--- config.mk ---
export PLATFORM = sky130hd
export DESIGN_NAME = param_bram_arbiter_flat
export DESIGN_NICKNAME = d
export VERILOG_FILES = /design/src/rtl/gat_pkg.sv /design/src/rtl/param_bram_arbiter_if.sv /design/src/rtl/rd_tag_pipe.sv /design/src/rtl/param_bram_arbiter.sv /design/src/flat_wrapper.sv
export SDC_FILE = /design/constraint.sdc
export NUM_CORES = 1
export LEC_CHECK = 0
export CAP_MARGIN = 20
export CORE_ASPECT_RATIO = 0.7
export CORE_UTILIZATION = 45
export CTS_CLUSTER_SIZE = 10
export DETAILED_ROUTE_END_ITERATION = 10
export DONT_BUFFER_PORTS = 1
export GPL_TIMING_DRIVEN = 0
export PLACE_DENSITY = 0.67
export SETUP_SLACK_MARGIN = 0.5
export SLEW_MARGIN = 20
export SYNTH_ARGS = -nofsm -noshare
export SYNTH_HDL_FRONTEND = slang
export SYNTH_SLANG_ARGS = --single-unit
--- constraint.sdc ---
create_clock -name clk -period 4.4 [get_ports clk]
set_clock_uncertainty 0.05 [all_clocks]
set_input_delay 0.22 -clock clk [delete_from_list [all_inputs] [get_ports clk]]
set_output_delay 0.22 -clock clk [all_outputs]
set_load 0.02 [all_outputs]
--- src/rtl/gat_pkg.sv ---
// Shared definitions for the BRAM read-port arbiter: FSM state encoding and
// requester IDs carried through the read tag pipeline.
package gat_pkg;
    typedef enum logic [1:0] {
        IDLE    = 2'd0,
        GRANT_W = 2'd1,
        GRANT_A = 2'd2
    } arb_state_t;

    localparam logic REQ_W = 1'b0;
    localparam logic REQ_A = 1'b1;
endpackage

--- src/rtl/param_bram_arbiter_if.sv ---
// Bus bundle between the two loaders, the arbiter and the shared BRAM port B.
// slave = arbiter side, master = loaders + BRAM side.
interface param_bram_arbiter_if #(
    parameter int DATA_WIDTH = 8,
    parameter int ADDR_W     = 15
);
    logic                  w_req_vld;
    logic [ADDR_W-1:0]     w_req_addr;
    logic                  w_req_rdy;
    logic                  w_rsp_vld;
    logic [DATA_WIDTH-1:0] w_rsp_data;

    logic                  a_req_vld;
    logic [ADDR_W-1:0]     a_req_addr;
    logic                  a_req_rdy;
    logic                  a_rsp_vld;
    logic [DATA_WIDTH-1:0] a_rsp_data;

    logic                  bram_enb;
    logic [ADDR_W-1:0]     bram_addrb;
    logic [DATA_WIDTH-1:0] bram_dout;

    modport slave (
        input  w_req_vld, w_req_addr, a_req_vld, a_req_addr, bram_dout,
        output w_req_rdy, w_rsp_vld, w_rsp_data,
        output a_req_rdy, a_rsp_vld, a_rsp_data,
        output bram_enb, bram_addrb
    );

    modport master (
        output w_req_vld, w_req_addr, a_req_vld, a_req_addr, bram_dout,
        input  w_req_rdy, w_rsp_vld, w_rsp_data,
        input  a_req_rdy, a_rsp_vld, a_rsp_data,
        input  bram_enb, bram_addrb
    );
endinterface

--- src/rtl/rd_tag_pipe.sv ---
// Delay line for {valid, id} matching the BRAM read latency, so each issued
// read is steered back to the requester that made it.
module rd_tag_pipe #(
    parameter int READ_LATENCY = 2
) (
    input  logic clk,
    input  logic rst,
    input  logic in_vld,
    input  logic in_id,
    output logic out_vld,
    output logic out_id,
    output logic any_vld
);
    logic [READ_LATENCY-1:0] vld_pipe;
    logic [READ_LATENCY-1:0] id_pipe;

    // Shift tags one stage per cycle; reset drops everything in flight.
    always_ff @(posedge clk) begin
        if (rst) begin
            vld_pipe <= '0;
            id_pipe  <= '0;
        end else begin
            vld_pipe[0] <= in_vld;
            id_pipe[0]  <= in_id;
            for (int i = 1; i < READ_LATENCY; i++) begin
                vld_pipe[i] <= vld_pipe[i-1];
                id_pipe[i]  <= id_pipe[i-1];
            end
        end
    end

    assign out_vld = vld_pipe[READ_LATENCY-1];
    assign out_id  = id_pipe[READ_LATENCY-1];
    assign any_vld = |vld_pipe;
endmodule

--- src/rtl/param_bram_arbiter.sv ---
// Two-requester arbiter for a shared BRAM read port. Grants are held for
// bursts of up to MAX_BURST beats, alternate fairly under contention, and
// read data is routed back by a tag pipeline in acceptance order.
module param_bram_arbiter
    import gat_pkg::*;
#(
    parameter int DATA_WIDTH   = 8,
    parameter int ADDR_W       = 15,
    parameter int READ_LATENCY = 2,   // legal 1..4
    parameter int MAX_BURST    = 16
) (
    input  logic                 clk,
    input  logic                 rst,
    param_bram_arbiter_if.slave  bus,
    output logic                 busy
);
    localparam int CNT_W = $clog2(MAX_BURST + 1);

    arb_state_t        state;
    logic              last_srv;      // requester that most recently left a grant
    logic [CNT_W-1:0]  burst_cnt;

    logic              w_acc, a_acc, acc;
    logic              burst_last;
    logic              rd_enb_q, rd_id_q;
    logic [ADDR_W-1:0] rd_addr_q;
    logic              tag_vld, tag_id, tag_any;
    logic [DATA_WIDTH-1:0] rd_data;

    // Ready comes only from the state register; reset blocks any acceptance.
    assign bus.w_req_rdy = (state == GRANT_W) & ~rst;
    assign bus.a_req_rdy = (state == GRANT_A) & ~rst;
    assign w_acc         = bus.w_req_rdy & bus.w_req_vld;
    assign a_acc         = bus.a_req_rdy & bus.a_req_vld;
    assign acc           = w_acc | a_acc;
    assign burst_last    = (burst_cnt == CNT_W'(MAX_BURST - 1));

    // Grant FSM with burst limiting and a last-served fairness pointer.
    always_ff @(posedge clk) begin
        if (rst) begin
            state     <= IDLE;
            last_srv  <= REQ_A;   // so W wins the first tie
            burst_cnt <= '0;
        end else begin
            case (state)
                IDLE: begin
                    burst_cnt <= '0;
                    if (bus.w_req_vld && bus.a_req_vld)
                        state <= (last_srv == REQ_W) ? GRANT_A : GRANT_W;
                    else if (bus.w_req_vld)
                        state <= GRANT_W;
                    else if (bus.a_req_vld)
                        state <= GRANT_A;
                end
                GRANT_W: begin
                    if (!bus.w_req_vld) begin
                        burst_cnt <= '0;
                        last_srv  <= REQ_W;
                        state     <= bus.a_req_vld ? GRANT_A : IDLE;
                    end else if (burst_last) begin
                        burst_cnt <= '0;
                        if (bus.a_req_vld) begin
                            last_srv <= REQ_W;
                            state    <= GRANT_A;
                        end
                    end else begin
                        burst_cnt <= burst_cnt + 1'b1;
                    end
                end
                GRANT_A: begin
                    if (!bus.a_req_vld) begin
                        burst_cnt <= '0;
                        last_srv  <= REQ_A;
                        state     <= bus.w_req_vld ? GRANT_W : IDLE;
                    end else if (burst_last) begin
                        burst_cnt <= '0;
                        if (bus.w_req_vld) begin
                            last_srv <= REQ_A;
                            state    <= GRANT_W;
                        end
                    end else begin
                        burst_cnt <= burst_cnt + 1'b1;
                    end
                end
                default: begin
                    state     <= IDLE;
                    burst_cnt <= '0;
                end
            endcase
        end
    end

    // Register the accepted beat onto BRAM port B; address holds when idle.
    always_ff @(posedge clk) begin
        if (rst) begin
            rd_enb_q  <= 1'b0;
            rd_id_q   <= REQ_W;
            rd_addr_q <= '0;
        end else begin
            rd_enb_q <= acc;
            rd_id_q  <= a_acc ? REQ_A : REQ_W;
            if (acc)
                rd_addr_q <= a_acc ? bus.a_req_addr : bus.w_req_addr;
        end
    end

    assign bus.bram_enb   = rd_enb_q & ~rst;
    assign bus.bram_addrb = rd_addr_q;

    rd_tag_pipe #(.READ_LATENCY(READ_LATENCY)) u_tag (
        .clk     (clk),
        .rst     (rst),
        .in_vld  (rd_enb_q),
        .in_id   (rd_id_q),
        .out_vld (tag_vld),
        .out_id  (tag_id),
        .any_vld (tag_any)
    );

    // Data fans out to both loaders; only the tagged one sees rsp_vld.
    assign rd_data        = bus.bram_dout;
    assign bus.w_rsp_data = rd_data;
    assign bus.a_rsp_data = rd_data;
    assign bus.w_rsp_vld  = tag_vld & (tag_id == REQ_W) & ~rst;
    assign bus.a_rsp_vld  = tag_vld & (tag_id == REQ_A) & ~rst;

    assign busy = ~rst & ((state != IDLE) | rd_enb_q | tag_any);
endmodule

--- src/flat_wrapper.sv ---
// flat-port wrapper written by rule: the top's interface ports become plain ports
module param_bram_arbiter_flat import gat_pkg::*;
#(
    parameter int DATA_WIDTH   = 8,
    parameter int ADDR_W       = 15,
    parameter int READ_LATENCY = 2,                
    parameter int MAX_BURST    = 16
)
  (clk, rst, busy, bus_w_req_vld, bus_w_req_addr, bus_a_req_vld, bus_a_req_addr, bus_bram_dout, bus_w_req_rdy, bus_w_rsp_vld, bus_w_rsp_data, bus_a_req_rdy, bus_a_rsp_vld, bus_a_rsp_data, bus_bram_enb, bus_bram_addrb);
  param_bram_arbiter_if #(.DATA_WIDTH(DATA_WIDTH), .ADDR_W(ADDR_W)) bus_i ();
  input  logic clk;
  input  logic rst;
  output logic busy;
  input wire logic [$bits(bus_i.w_req_vld)-1:0] bus_w_req_vld;
  input wire logic [$bits(bus_i.w_req_addr)-1:0] bus_w_req_addr;
  input wire logic [$bits(bus_i.a_req_vld)-1:0] bus_a_req_vld;
  input wire logic [$bits(bus_i.a_req_addr)-1:0] bus_a_req_addr;
  input wire logic [$bits(bus_i.bram_dout)-1:0] bus_bram_dout;
  output wire logic [$bits(bus_i.w_req_rdy)-1:0] bus_w_req_rdy;
  output wire logic [$bits(bus_i.w_rsp_vld)-1:0] bus_w_rsp_vld;
  output wire logic [$bits(bus_i.w_rsp_data)-1:0] bus_w_rsp_data;
  output wire logic [$bits(bus_i.a_req_rdy)-1:0] bus_a_req_rdy;
  output wire logic [$bits(bus_i.a_rsp_vld)-1:0] bus_a_rsp_vld;
  output wire logic [$bits(bus_i.a_rsp_data)-1:0] bus_a_rsp_data;
  output wire logic [$bits(bus_i.bram_enb)-1:0] bus_bram_enb;
  output wire logic [$bits(bus_i.bram_addrb)-1:0] bus_bram_addrb;
  assign bus_i.w_req_vld = bus_w_req_vld;
  assign bus_i.w_req_addr = bus_w_req_addr;
  assign bus_i.a_req_vld = bus_a_req_vld;
  assign bus_i.a_req_addr = bus_a_req_addr;
  assign bus_i.bram_dout = bus_bram_dout;
  assign bus_w_req_rdy = bus_i.w_req_rdy;
  assign bus_w_rsp_vld = bus_i.w_rsp_vld;
  assign bus_w_rsp_data = bus_i.w_rsp_data;
  assign bus_a_req_rdy = bus_i.a_req_rdy;
  assign bus_a_rsp_vld = bus_i.a_rsp_vld;
  assign bus_a_rsp_data = bus_i.a_rsp_data;
  assign bus_bram_enb = bus_i.bram_enb;
  assign bus_bram_addrb = bus_i.bram_addrb;
  param_bram_arbiter #(.DATA_WIDTH(DATA_WIDTH), .ADDR_W(ADDR_W), .READ_LATENCY(READ_LATENCY), .MAX_BURST(MAX_BURST)) u_core (.clk(clk), .rst(rst), .bus(bus_i), .busy(busy));
endmodule
**Yosys cells after proc, flatten, opt, wreduce, memory -nomap -nowiden**

Cells that the tools add are included.

- $add $sub $neg: 1
- Eq/ne operators: 7
- Multiplexer cells: 25
- Bitwise operators: 15
- Reduce and logical (&&, ||, !) cells: 7

Operators with widths:

| operator | number |
|---|---|
| $mux W2 | 10 |
| $mux W15 | 1 |
| $mux W5 | 3 |
| $and A1 B1 Y1 | 10 |
| $pmux W5 S2 | 1 |
| $mux W1 | 8 |
| $ne A3 B2 Y1 const B | 2 |
| $ne A3 B3 Y1 const B | 2 |
| $pmux W2 S3 | 1 |
| $add A5 B1 Y5 const B | 1 |
| $eq A5 B4 Y1 const B | 1 |
| $reduce_and A5 Y1 | 1 |
| $reduce_bool A2 Y1 | 2 |
| $or A1 B1 Y1 | 3 |
| $reduce_and A3 Y1 | 1 |
| $eq A2 B1 Y1 const B | 1 |
| $eq A2 B2 Y1 const B | 1 |
| $logic_not A2 Y1 | 1 |
| $not A1 Y1 | 2 |
| $pmux W1 S2 | 1 |
| $reduce_or A2 Y1 | 1 |
| $logic_and A1 B1 Y1 | 1 |

- Flip-flop bits (word level): 29
- Input port bits: 42
- Output and inout bits: 37
- Logic and storage cells: 63

**Longest topological paths before layout**

Gate-level depths: netlist of run 1.

- Depth after elaboration: 4
- Gate-level depth with buffers: 6
- Depth with buffers taken out: 6

**Hierarchy**

A second synthesis of run 1 with hierarchy kept.

- Cells, all modules: 157
- Area, all modules: 1472.7 um2

Modules (own cells, without submodules):

| module | instances | cells each | area an instance (um2) | sequential area each (um2) |
|---|---|---|---|---|
| param_bram_arbiter | 1 | 148 | 1361.3 | 500.5 |
| rd_tag_pipe | 1 | 9 | 111.4 | 80.1 |

**Worst setup path before layout of run 1**

OpenSTA, ideal clock, no wires.

- Kind: register to output
- Start: reg u_core.state[0]
- End: out bus_a_req_rdy
- Data arrival time: 1.319 ns
- Data required time: 4.130 ns
- Path slack: 2.811 ns
- Cell stages (with the launch flop): 6
- Path buffers: 2
- Path through: dfxtp_1 > inv_1 > ha_1 > buf_2 > buf_2 > nor2b_1

- Cells in the longest elaborated chain, start to end: 2

Ends and longest elaborated chain:

| item | line | source |
|---|---|---|
| from (decl) | param_bram_arbiter.sv:19 | `arb_state_t state;` |
| from (signal assigned) | param_bram_arbiter.sv:49 | `state <= (last_srv == REQ_W) ? GRANT_A : GRANT_W;` |
| from (signal assigned) | param_bram_arbiter.sv:59 | `state <= bus.a_req_vld ? GRANT_A : IDLE;` |
| from (signal assigned) | param_bram_arbiter.sv:74 | `state <= bus.w_req_vld ? GRANT_W : IDLE;` |
| $eq A2 B2 Y1 | param_bram_arbiter.sv:32 | `assign bus.a_req_rdy = (state == GRANT_A) & ~rst;` |
| $and A1 B1 Y1 | param_bram_arbiter.sv:32 |  |
| to (decl) | flat_wrapper.sv:22 | `output wire logic [$bits(bus_i.a_req_rdy)-1:0] bus_a_req_rdy;` |

No other way between the ends.

**Worst setup path after layout of run 1**

Same ends and word-level chain as after synthesis.

==> flow_summary.toml, run 1 <==
[run_status]
run_status = "finished, violations left"
violations = "design-rule violations"

[worst_setup_path]
cp_top_family = "buffers and inverters"
worstPathMaxFanout = 10
r2r_slack_ns = 2.73
cp_cell_sequence = "inv_1 -> ha_1 -> buf_2 -> buf_2 -> nor2b_1"
r2r-start = "u_core.state[1]"
crit_path_top_delay_cell = "nor2b_1"
startpoint_type = "flop"
cp_num_buf_inv = 3
crit_type = "flop to output port"
startpoint = "u_core.state[0]"
cp.required_ns = 4.13
crit_top_cell = "buf_2"
end_kind = "output port"
arrival_ns = 1.79
slowest_delay_ns = 0.38

[die]
core_mm2 = 0.00315
fp.dieArea_mm2 = 0.00355
rows = 17
die_h_um = 50.1
ios = 79
initial_core_util_pct = 47.3
die_w_um = 70.8

[route]
post_drt_wl_per_cell_um = 15.9
routed_wl_mm = 3.51
drtIter0Drc = 58
ant_nets = 0
drt_drc_violations_left = 10
vias_per_cell = 5.91
via_count = 1300
drtPass1Iterations = 7

[final_layout]
nFillCells = 296
drive_gt1_share_pct = 20.3
area.growth.synth_to_final_pct = 11.7
n_antenna_cell = 0
final_cells = 220
multi_input_area_um2 = 714
regArea_um2 = 581
final_nets = 228
finish.utilization_pct = 52.8

[synthesis]
netlist_area_mm2 = 0.00149
synth_enable_flop_cells = 0
synth.area.top_cells = "dfxtp_1 39%, buf_4 9.1%, a311oi_1 8.8%, nand3_1 5.7%, nor2_1 5.5%"
ys_ff_latch = 29
yosysWarnings = 0
synth_nets = 220
yosysTopAreaCell = "dfxtp_1"
synth_most_common_cell = "dfxtp_1"
synthFlopType = "dfxtp_1"
syn-instance-count = 173
yosys.area.top_type_share_pct = 39.0
synth-seq-area-share_pct = 39.0
async_flop_share_pct = 0
synth_common_cells = "29 x dfxtp_1, 22 x nor2_1, 18 x buf_4, 18 x nand2_1, 17 x nand3_1"
synth_cell_types = 32
syn_area_per_cell_um2 = 8.61

[global_routing]
grt_pass1_wl_mm = 5.58
first_global_vias = 1239
grt_max_degree = 11
grt-ovfl-total = 0
grt_antenna_before_repair = 0
grt_util_all_layers_pct = 21.2

[power_and_ir_drop]
peakVddDrop_v = 0.000342
leakagePower_nw = 0.668
p_per_area_mw_per_mm2 = 573
p_total_mw = 0.952

[timing]
period_needed_ns = 2.06
finalWorstSetupSlack_ns = 2.34
grt_setup_unrepaired = "no"
slew_viol_final = 0
max_freq_ghz = 0.486
final.setup.tns_ns = 0
fin_crit_sh_pct = 46.8
setup_viol = 0
hold_viol_final = 0
maxSlewHeadroom_pct = 54.1
worst_slew_pin_slew_ns = 0.687

[clock_tree]
cts_root_buffer = "clkbuf_8"
clock_latency_ns = 0.28
clk_path_buf_depth = 2
cts_num_sinks = 29
post_cts_buffers = 0
cts_tree = "done"
cts_buffers = 5
htreeDepth = 2
clk_pin_slew_ns = 0.06

[placement]
gp_congestion = 0.853
place_ws_ns = 2.65
detailed_place_hpwl_mm = 2.67
io_buffers = 0
placedCellCount = 211

[flow_run]
drv_cap = 0

[worst_hold_path]
hp-start = "bus_w_req_addr[8]"
hp-class = "primary input to flop"
-- where the power goes --
| group | switching, mW | leakage [nW] | internal [mW] |
|---|---|---|---|
| clock | 0.0984 | 0.0585 | 0.184 |
| sequential | 0.0781 | 0.236 | 0.315 |
| combinational | 0.163 | 0.373 | 0.113 |
| total | 0.340 | 0.668 | 0.612 |
-- worst register-to-register path, stage by stage, from the launching register on --
cell and delay, ns:
dfxtp_1 0.32, inv_1 0.11, ha_1 0.26, a22o_1 0.23, clkbuf_1 0.39, a311oi_1 0.16
-- placed cells by master, fill, tap and decap left out, drive strengths merged --
cell type	count
a21boi	1
and3b	1
o21ai	1
xnor2	1
and4b	1
nand3b	1
nor2	22
nor3	3
o32a	1
inv	2
a22o	1
nor4b	1
a311oi	15
nand2b	3
ha	5
nand3	17
mux2i	1
bufinv	1
nand2	19
xor2	1
and3	1
clkbuf	11
a21oi	7
nor3b	2
a211oi	1
buf	24
dlygate4sd3	1
o41ai	1
dfxtp	29
nor2b	7
-- flip-flops by register name (all words and copies together) (netlist names) --
name and count:
u_core.u_tag.id_pipe 2, u_core.burst_cnt 5, u_core.last_srv 1, u_core.rd_enb_q 1, u_core.u_tag.vld_pipe 2, u_core.bus.bram_addrb 15
u_core.state 2, u_core.rd_id_q 1
-- routing by layer --
layer  vias up  GRT usage (%)  share of wire [%]
li1        606              -                  -
met1       617           23.5                 40
met2        69           36.5                 48
met3         8           7.77                9.6
met4         0           9.67                1.7
met5         -              0                  0
-- final timing paths --
| path | end | depth (start not counted) |
|---|---|---|
| setup / recovery | bus_a_req_rdy | 5 |
| setup reg to reg | u_core.bus.bram_addrb[3] | 5 |
| hold / removal | u_core.bus.bram_addrb[8] | 2 |
| hold reg to reg | u_core.burst_cnt[4] | 2 |
-- final cells by class --
cell class | instances | area share (%)
tap | 38 | 2.86
clock inverter | 1 | 1.81
timing repair buffer | 1 | 0.602
multi-input combinational | 114 | 43.0
sequential | 29 | 34.9
clock buffer | 7 | 5.19
inverter | 2 | 0.451
buffer | 28 | 11.2
-- through the flow --
| step | cell area (um2) | hold WS, ns |
|---|---|---|
| after CTS | 1660 | 0.0415 |
| after detailed placement | 1540 | 0.273 |
| after global routing | 1660 | 0.0504 |
| after global placement | 1540 | 0.273 |
| after floorplan | 1490 | 0.258 |
| final | 1660 | 0.0486 |
-- cells by family (layout without fill, tap and decap cells) --
logic type	after synthesis	count (layout)	synth area share, %
AOI/OAI and AO/OA	28	28	16.0
xor gates and xnor gates	2	2	1.18
adders and majority gates	5	5	4.20
buffers and inverters	30	39	13.0
DFF	29	29	39.0
muxes	1	1	0.672
and+or+nand+nor	78	78	26.0
-- timing repair --
action,4_1_cts,5_1_grt
resized for setup,0,0
hold endpoints to repair,2,0
setup endpoints to repair,0,0
hold buffers,1,0
(Power assumes the default switching activity.)
==> run 2: changes to the inputs <==
--- a/config.mk
+++ b/config.mk
@@ -12,7 +12,7 @@
 export DETAILED_ROUTE_END_ITERATION = 10
 export DONT_BUFFER_PORTS = 1
 export GPL_TIMING_DRIVEN = 0
-export PLACE_DENSITY = 0.67
+export PLACE_DENSITY = 0.69
 export SETUP_SLACK_MARGIN = 0.5
 export SLEW_MARGIN = 20
 export SYNTH_ARGS = -nofsm -noshare
==> constraint.sdc (replaced) <==
create_clock -name clk -period 1.8 [get_ports clk]
set_clock_uncertainty 0.05 [all_clocks]
set_input_delay 0.09 -clock clk [delete_from_list [all_inputs] [get_ports clk]]
set_output_delay 0.09 -clock clk [all_outputs]
set_load 0.02 [all_outputs]
==> run 2 against run 1 <==
  * The run still ends with design-rule violations left
  * Sequential share of layout area is 8.9 points lower
  * Register-to-register slack worse by 2.4 ns
  * Global-route usage is 4.1 points higher
  * Clock power is 94% higher
  * Routed wire length is 28% higher
  * Via count is 14% higher
  * First-iteration DRC count is 66% higher
  * Cell count is 18% higher
  * Clock-buffer cell count is 1 higher
  * Sequential power grew to 2.5 times the previous value
  * Flip-flop and latch count stayed put
  * Critical path type is now flop to flop
  * Largest power group is now combinational cells
  * Highest routed layer unchanged
==> flow_summary.toml, run 2 (synthesis gave the netlist of run 1 again) <==
[timing]
slew_viol_final = 0
setup_viol = 0
max_freq_ghz = 0.673
finalWorstSetupSlack_ns = 0.314
final.setup.tns_ns = 0
period_needed_ns = 1.49
worst_slew_pin_slew_ns = 0.691
maxSlewHeadroom_pct = 54.0
fin_crit_sh_pct = 82.5
hold_viol_final = 0
grt_setup_unrepaired = "yes"

[global_routing]
first_global_vias = 1461
grt-ovfl-total = 0
grt_max_degree = 11
grt_util_all_layers_pct = 25.3
grt_antenna_before_repair = 0
grt_pass1_wl_mm = 6.66

[worst_hold_path]
hp-class = "primary input to flop"

[final_layout]
final_cell_mix = "30 x dlygate4sd3_1, 29 x buf_4, 25 x dfxtp_1"
nFillCells = 219
regArea_um2 = 591
drive_gt1_share_pct = 37.4
final_nets = 268
area.growth.synth_to_final_pct = 52.4
largest_reg_flops = 15
n_antenna_cell = 0
final_common_cell = "dlygate4sd3_1"
multi_input_area_um2 = 923

[flow_run]
drv_cap = 0

[power_and_ir_drop]
leakagePower_nw = 0.895
p_per_area_mw_per_mm2 = 1150
peakVddDrop_v = 0.000732

[worst_setup_path]
arrival_ns = 1.61
worstPathMaxFanout = 10
cp.required_ns = 1.92
startpoint_type = "flop"
crit_type = "flop to flop"
end_kind = "flop"

[route]
vias_per_cell = 5.68
ant_nets = 0
drtIter0Drc = 96
post_drt_wl_per_cell_um = 17.3
drt_drc_violations_left = 14
via_count = 1476
routed_wl_mm = 4.50
drtPass1Iterations = 7

[die]
initial_core_util_pct = 47.3
die_h_um = 50.1
die_w_um = 70.8
rows = 17
fp.dieArea_mm2 = 0.00355
ios = 79
core_mm2 = 0.00315

[clock_tree]
cts_root_buffer = "clkbuf_8"
cts_buffers = 5
clock_latency_ns = 0.28
clk_pin_slew_ns = 0.06
htreeDepth = 2
cts_num_sinks = 29
cts_tree = "done"
clk_path_buf_depth = 2

[placement]
place_ws_ns = 0.230
gp_congestion = 0.812
detailed_place_hpwl_mm = 2.52
io_buffers = 0

[run_status]
run_status = "finished, violations left"
violations = "design-rule violations"
## run 2: cell types whose count changed in the layout (fill, tap and decap cells not counted), sizes merged
cell	before	now
buf	24	35
bufinv	1	0
dlygate4sd3	1	30
clkbuf	11	12
## run 2: layout make-up
class / instances / share of cell area (%)
well taps: 38 / 2.10
inverters: 2 / 0.552
flip-flops and latches: 29 / 26.0
multi-input cells: 114 / 40.7
clock buffers: 8 / 3.97
plain buffers: 28 / 9.60
repair buffers: 41 / 17.0
## run 2: path summary, 6_finish.rpt
path | start | to | slack (ns) | cells past startpoint
setup reg to reg | u_core.state[1] | u_core.bus.bram_addrb[9] | 0.31 | 5
setup / recovery | u_core.state[1] | u_core.bus.bram_addrb[9] | 0.31 | 5
hold reg to reg | u_core.burst_cnt[4] | u_core.burst_cnt[4] | 0.39 | 2
hold / removal | bus_a_req_vld | u_core.state[0] | 0.03 | 2
## run 2: through the flow
stage | utilization [%] | power, mW | cell area, um2 | std cells | hold slack (ns)
after floorplan | - | 1.55 | 1540 | 173 | 0.128
after global placement | 50.5 | 1.66 | 1590 | 211 | 0.134
after detailed placement | 50.5 | 1.69 | 1590 | 211 | 0.134
after CTS | 69.1 | 2.50 | 2180 | 260 | 0.000850
after global routing | 72.1 | 2.73 | 2270 | 260 | 0.0250
final | 72.1 | 2.62 | 2270 | 260 | 0.0286
## run 2: power breakdown
group          internal, mW  switching [mW]
sequential            0.778           0.215
clock                 0.311           0.237
combinational         0.532           0.546
total                  1.62           0.998
## run 2: what timing repair did
| item | in CTS | in global routing |
|---|---|---|
| hold buffers | 30 | 0 |
| buffers inserted | 11 | 0 |
| endpoints found under the hold margin | 22 | 0 |
| endpoints found under the setup margin | 27 | 25 |
| gates resized for setup | 27 | 17 |
| pin swaps | 5 | 5 |
## run 2: per-layer routing
metal / GRT usage [%] / part of all wire (%) / routed length [um]
met5: 0 / 0 / 0
met4: 13.0 / 1.8 / 79
met3: 7.36 / 9.3 / 420
met1: 27.6 / 39 / 1740
met2: 45.0 / 50 / 2260
## run 2: worst max-delay path: stages, from the launching register on
cell,delay (ns)
dfxtp_4,0.38
inv_4,0.05
ha_4,0.17
a22o_4,0.26
clkbuf_4,0.22
a311oi_1,0.25
